[src/rtl/pdm_cic_decimator.sv]
// rtl/pdm_cic_decimator.sv - 2nd-order CIC decimator turning a 1-bit PDM stream into signed PCM
//
// Purpose: integrates each enabled PDM bit (+1/-1) through two wrapping
// integrators, decimates by R = 2**LOG2R, runs a two-stage comb (D = 1) and
// presents the result through a one-entry valid/ready holding register.
// Gain is R**2, so full-scale output is +/-R**2.
//
// Ports:
//   mclk       in   microphone bit clock, all logic on posedge
//   reset      in   synchronous, active-high
//   pdm_bit    in   PDM data bit
//   pdm_en     in   pdm_bit is consumed only when high
//   pcm_data   out  W-bit signed PCM sample
//   pcm_valid  out  pcm_data holds an unconsumed sample
//   pcm_ready  in   consumer accepts pcm_data when pcm_valid is also high
//   overrun    out  sticky, a sample was dropped because the holding register was full
module pdm_cic_decimator #(
  parameter  int LOG2R = 6,
  localparam int W     = 2 * LOG2R + 2
) (
  input  logic                mclk,
  input  logic                reset,
  input  logic                pdm_bit,
  input  logic                pdm_en,
  output logic signed [W-1:0] pcm_data,
  output logic                pcm_valid,
  input  logic                pcm_ready,
  output logic                overrun
);

  // Integrator / decimation state
  logic signed [W-1:0] r_i1;
  logic signed [W-1:0] r_i2;
  logic [LOG2R-1:0]    r_phase;
  logic                r_dec_stb;
  logic signed [W-1:0] r_s0;

  // Comb state
  logic signed [W-1:0] r_d1;
  logic signed [W-1:0] r_d2;
  logic signed [W-1:0] r_y;
  logic                r_y_stb;
  logic [1:0]          r_warm;

  // Output holding register
  logic signed [W-1:0] r_pcm_data;
  logic                r_pcm_valid;
  logic                r_overrun;

  logic signed [W-1:0] w_x;
  logic signed [W-1:0] w_i2_next;
  logic                w_wrap;
  logic signed [W-1:0] w_c1;
  logic signed [W-1:0] w_y;
  logic                w_load;
  logic                w_accept;

  // 1 -> +1 (0...01), 0 -> -1 (1...11)
  assign w_x       = {{(W-1){~pdm_bit}}, 1'b1};
  // i2 accumulates the pre-update i1, so the post-update i2 is i2 + i1
  assign w_i2_next = r_i2 + r_i1;
  // R-th enabled bit of the window: phase counter is about to wrap
  assign w_wrap    = pdm_en && (&r_phase);

  assign w_c1      = r_s0 - r_d1;
  assign w_y       = w_c1 - r_d2;

  assign w_accept  = r_pcm_valid && pcm_ready;
  // Load when empty, or when the held sample leaves on this same edge
  assign w_load    = r_y_stb && (!r_pcm_valid || pcm_ready);

  // Integrators and phase counter; hold while pdm_en is low
  always_ff @(posedge mclk) begin
    if (reset) begin
      r_i1      <= '0;
      r_i2      <= '0;
      r_phase   <= '0;
      r_dec_stb <= 1'b0;
      r_s0      <= '0;
    end else begin
      r_dec_stb <= w_wrap;
      if (pdm_en) begin
        r_i1    <= r_i1 + w_x;
        r_i2    <= w_i2_next;
        r_phase <= r_phase + LOG2R'(1);
      end
      if (w_wrap) begin
        r_s0 <= w_i2_next;
      end
    end
  end

  // Comb stage; the first two outputs after reset are start-up transient
  always_ff @(posedge mclk) begin
    if (reset) begin
      r_d1    <= '0;
      r_d2    <= '0;
      r_y     <= '0;
      r_y_stb <= 1'b0;
      r_warm  <= '0;
    end else begin
      r_y_stb <= 1'b0;
      if (r_dec_stb) begin
        r_d1    <= r_s0;
        r_d2    <= w_c1;
        r_y     <= w_y;
        r_y_stb <= (r_warm == 2'd2);
        if (r_warm != 2'd2) begin
          r_warm <= r_warm + 2'd1;
        end
      end
    end
  end

  // One-entry output register with sticky overrun
  always_ff @(posedge mclk) begin
    if (reset) begin
      r_pcm_data  <= '0;
      r_pcm_valid <= 1'b0;
      r_overrun   <= 1'b0;
    end else begin
      if (w_load) begin
        r_pcm_data  <= r_y;
        r_pcm_valid <= 1'b1;
      end else if (w_accept) begin
        r_pcm_valid <= 1'b0;
      end
      if (r_y_stb && !w_load) begin
        r_overrun <= 1'b1;
      end
    end
  end

  assign pcm_data  = r_pcm_data;
  assign pcm_valid = r_pcm_valid;
  assign overrun   = r_overrun;

endmodule

[config.mk]
export PLATFORM = sky130hd
export DESIGN_NAME = pdm_cic_decimator
export DESIGN_NICKNAME = d
export VERILOG_FILES = /design/src/rtl/pdm_cic_decimator.sv
export SDC_FILE = /design/constraint.sdc
export NUM_CORES = 1
export LEC_CHECK = 0
export CORE_ASPECT_RATIO = 1.2
export CORE_MARGIN = 5
export CORE_UTILIZATION = 30
export CTS_CLUSTER_DIAMETER = 40
export DETAILED_ROUTE_END_ITERATION = 10
export HOLD_SLACK_MARGIN = 0.05
export PLACE_DENSITY = 0.54
export SYNTH_ARGS = -nofsm -noshare
export SYNTH_HDL_FRONTEND = slang
export SYNTH_SLANG_ARGS = --single-unit
[constraint.sdc]
create_clock -name mclk -period 3.1 [get_ports mclk]
set_input_delay 0.775 -clock mclk [delete_from_list [all_inputs] [get_ports mclk]]
set_output_delay 0.775 -clock mclk [all_outputs]
set_load 0.02 [all_outputs]
# Word-level counts from Yosys, hierarchy flattened
# Cells that the tools add are included.
# word_totals
output_inout_bits	16
input_bits	5
elab_cells	36
reg_bits	110
# op_classes
n_eq_ne	2
mux	2
addsub	6
bitwise_logic	2
reduce_logical	11
# ops
op	count
$sub 14x14->14	2
$add 14x14->14	1
$add 14x2->14	1
$add 6x1->6 const B	1
$reduce_and 6->1	1
$logic_and 1x1->1	4
$add 2x1->2 const B	1
$eq 2x2->1 const B	1
$logic_not 1->1	2
$mux 1	2
$ne 2x2->1 const B	1
$not 1->1	2
$reduce_and 2->1	1
$reduce_bool 2->1	1
$reduce_or 2->1	1
$logic_or 1x1->1	1

# Longest topological paths before layout
# depth
depth_word	5
ltp_mapped	17
mapped_depth_nobuf	17

# Least setup slack after synthesis
# Ideal clock, no wire load.
# synth_path
kind	flip-flop to flip-flop
start	reg r_s0[0]
end	reg r_y[13]
slack_ns	-0.276
t_required_ns	3.012
path_buffers	0
stages_incl_launch_ff	18
setup_ns	0.088
t_arrival_ns	3.288
period_less_slack_ns	3.376
path_cell_list	dfxtp_1 -> inv_1 -> ha_1 -> fa_1 -> nor2b_1 -> o21a_1 -> o211ai_1 -> and3_1 -> o31ai_1 -> xor2_1 -> ha_1 -> a21oi_1 -> a21boi_0 -> o21ai_0 -> nor2_1 -> mux2i_1 -> nand4_1 -> a311oi_2
# synth_between
elab_chain_len	2
# synth_lines
element	line_no	source
start, declared	36	logic signed [W-1:0] r_s0;
start signal, assigned	88	r_s0 <= w_i2_next;
$sub 14x14->14	65	assign w_c1 = r_s0 - r_d1;
named net w_c1[10]	53	logic signed [W-1:0] w_c1;
$sub 14x14->14	66	assign w_y = w_c1 - r_d2;
end signal, assigned	106	r_y <= w_y;
end, declared	41	logic signed [W-1:0] r_y;
# The timed path passes the listed nets, and every way through them passes these cells.
# A chain may end at the register's enable or synchronous reset.

# Worst setup path after layout
# Same ends and word-level chain as after synthesis.

==> summary.md <==
| Metric | Value |
|---|---|
| Static Leakage | `approximately 3.0 nW` |
| CP Launch Type | `flop` |
| Main flop type after synthesis | `dfxtp_1` |
| Yosys warns | `0` |
| Synthesized area per cell | `8.499 um2` |
| Top-area cell type share of the netlist area | `34.59%` |
| Layout cells sized above 1 | `14.15%` |
| Drt pass-1 iters | `4` |
| Cell Rows | `58` |
| CP endpoint kind | `flop` |
| Cell Pwr Density | `425.1 nW/um2` |
| Slack of the critical path | `-0.2837 ns` |
| Final setup viols | `4` |
| Total chip power | `approximately 3.3 mW` |
| Clock-pin slew of the registers on the worst-case setup and hold paths | `around 0.070 ns` |
| Area contributors post-synth | `dfxtp_1 (35%), ha_1 (10%), mux2i_1 (7.9%)` |
| Post-Synth Adder-Cell Area | `11.67%` |
| Xor and xnor area share after synthesis | `6.191%` |
| Routability cong. | `0.7835` |
| Status | `finished, violations left` |
| Failing checks | `setup timing` |
| Placed insts | `1070` |
| Sequential share of the synthesized area | `34.59%` |
| Crit path time final | `3.384 ns` |
| Fillers | `2145` |
| RSZ-0062 raised after global routing | `true` |
| GRT overflow | `0` |
| HP Class | `flop to flop` |
| Clock root buffer | `clkbuf_16` |
| Async SR Flop Fraction | `0%` |
| Clock Path Buffers | `2` |
| Via density | `roughly 4.7` |
| Setup crit start | `r_s0[0]` |
| Slew Limit Headroom | `39.68%` |
| Width of the die | `~140 um` |
| Detailed-route DRC error count | `0` |
| Compound-gate portion of the synthesized area | `between 15 and 20%` |
| Dpl cell area | `7278 um2` |
| Crit path max-delay cell type | `dfxtp_2` |
| Slew of the pin with the lowest slew margin | `0.9029 ns` |
| Post-DP HPWL | `9.545 mm` |
| Routed vias | `slightly above 5000` |
| Critical setup path kind | `flop to flop` |
| Crit-path max cell delay | `around 0.34 ns` |
| Clock sinks | `110` |
| Max VDD drop | `0.2777 mV` |
| Initial antenna violation count | `0` |
| First-pass GRT wire length | `22.59 mm` |
| Fin Clk Skew | `about 0.0049 ns` |
| Seq cells post-synth | `110` |
| CP Cell Sequence | `inv_2, ha_4, fa_2, nor2b_1, o21a_1, o211ai_1, and3_4, o31ai_4, xor2_1, ha_1, a21oi_2, a21boi_1, o21ai_2, nor2_1, mux2i_1, nand4_1, a311oi_2` |
| I/O pin cnt | `21` |
| Cells after Synth | `~750` |
| Cell Area, Synth | `6366 um2` |
| IO buf count | `20` |
| Syn Nets | `811` |
| Layout area overhead | `20.52%` |
| CTS Buf Count | `9` |
| CP Data Arrival Time | `3.66 ns` |
| Main combinational cell family by area after synthesis | `compound AO/OA/AOI/OAI gates` |
| Worst Hold Launch | `r_y[8]` |
| Required @ worst endpoint | `3.37 ns` |
| Post-synth EDFFs | `0` |
| CP Buf/Inv Count | `1` |
| Antenna Nets Post-Route | `0` |
| Multiplexer share of the synthesized area | `8.039%` |
| Design Area, Final | `7672 um2` |
| H-tree depth | `3` |
| WL final | `12.90 mm` |
| Wire length per cell | `11.83 um` |
| Number of global-route vias before repair | `between 4000 and 5000` |
| Crit-path leading delay family | `compound AO/OA/AOI/OAI gates` |
| Slew Limit Fails | `0` |
| Fin cells | `approximately 1100` |
| Gr usage total | `between 10 and 15%` |
| Area leader, netlist | `dfxtp_1` |
| Ant diodes | `0` |
| Worst-Skew Late Latency | `0.35 ns` |
| Simple-gate share of the synthesized area | `about 17%` |
| Final worst path period share | `109.2%` |
| Core Area | `20900 um2` |
| Fmax | `295.5 MHz` |
| Synth unique cells | `a little under 60` |
| Final hold viol count | `0` |
| R2r startpoint | `r_s0[0]` |
| Synth top cells by count | `dfxtp_1 (110), nor2_1 (93), nand2_1 (71)` |
| Final net count | `about 880` |
| Initial Util | `30.46%` |
| Largest net degree at the start of global routing | `53` |
| CP max FO | `3` |
| CTS tree | `built` |
| Max-Cap Viols | `0` |
| Count leader, synth | `dfxtp_1` |
| Die area | `approximately 24000 um2` |
| DR iter-0 viols | `~160` |
| Die height | `169.6 um` |
## repair_timing
item,4_1_cts,5_1_grt
setup buffers,2,4
resized for setup,9,14
cloned,0,0
hold buffers,0,0
pin swaps,10,16
endpoints found under the setup margin,4,9
## per-stage QoR
step	hold WS (ns)	worst slack, ns	setup TNS (ns)	util (%)
floorplan	0.4312	-0.1002	-0.1582	-
global placement	0.4409	-0.3176	-1.451	34.82
global route	0.4770	-0.5100	-1.401	36.71
finish	0.4502	-0.2837	-0.5805	36.71
detailed placement	0.4465	-0.3735	-1.730	34.82
CTS	0.4568	-0.2650	-0.5001	36.34
## tightest hold or removal path, cell delays in order, from the launching register on
cell     delay, ns
dfxtp_1       0.31
nand2_1       0.05
a21oi_1       0.05
## sequential cells by signal (all words and copies together), names as in the netlist
signal and count:
overrun 1, pcm_data 14, pcm_valid 1, r_d1 14
r_d2 14, r_dec_stb 1, r_i1 14, r_i2 14
r_phase 6, r_s0 14, r_warm 2, r_y 14
r_y_stb 1
## final cells by class
type	instances	area, um2	area share [%]
clock buffer	12	246.5	3.213
clock inverter	4	32.53	0.4240
inverter	47	176.4	2.299
multi-input combinational	564	3979	51.86
sequential	110	2206	28.75
tap	270	337.8	4.403
timing repair buffer	83	694.4	9.051
## layout by cell type, fill, tap and decap left out, drive strengths merged, types with 3 or more instances in the layout
cell / Yosys / layout
nand2b: 11 / 11
o211ai: 4 / 4
o31ai: 8 / 8
or3: 3 / 3
nand4: 7 / 7
nor2b: 11 / 11
o21bai: 3 / 3
o2111ai: 4 / 4
xor2: 17 / 17
clkbuf: 19 / 12
o21ai: 21 / 21
nor3: 13 / 13
a211oi: 16 / 16
clkdlybuf4s50: 0 / 18
or2: 4 / 4
ha: 53 / 53
a21o: 15 / 15
o21a: 16 / 16
xnor2: 28 / 28
dfxtp: 110 / 110
o22ai: 6 / 6
and2: 3 / 3
a21oi: 54 / 54
a31oi: 5 / 5
fa: 4 / 4
inv: 47 / 47
nand2: 71 / 71
nand3b: 5 / 5
buf: 9 / 65
mux2i: 50 / 50
nor2: 93 / 93
and3: 5 / 5
nand3: 11 / 11
## path summary, 6_finish.rpt
kind                      end  slack (ns)  depth (start not counted)
setup / recovery      r_y[13]       -0.28                         17
hold / removal    pcm_data[8]        0.45                          2
setup reg to reg      r_y[13]       -0.28                         17
hold reg to reg   pcm_data[8]        0.45                          2
## layer usage
metal	part of all wire (%)	wire, um	track usage [%]
met3	2.7	349	2.734
met1	48	6136	13.65
met5	0	0	0
met4	1.4	182	3.100
met2	48	6229	19.34
## cells by family after synthesis
logic type / after synthesis
adders and majority gates: 57
DFF: 110
xor gates and xnor gates: 45
muxes: 51
and+or+nand+nor: 242
AOI/OAI and AO/OA: 169
buffers and inverters: 75
## report_power, final
part / internal [mW] / switching [mW]
logic: 0.305 / 0.329
clock network: 0.571 / 0.529
registers: 1.47 / 0.0543
total: 2.35 / 0.912
Power figures use the tool's default switching activity.
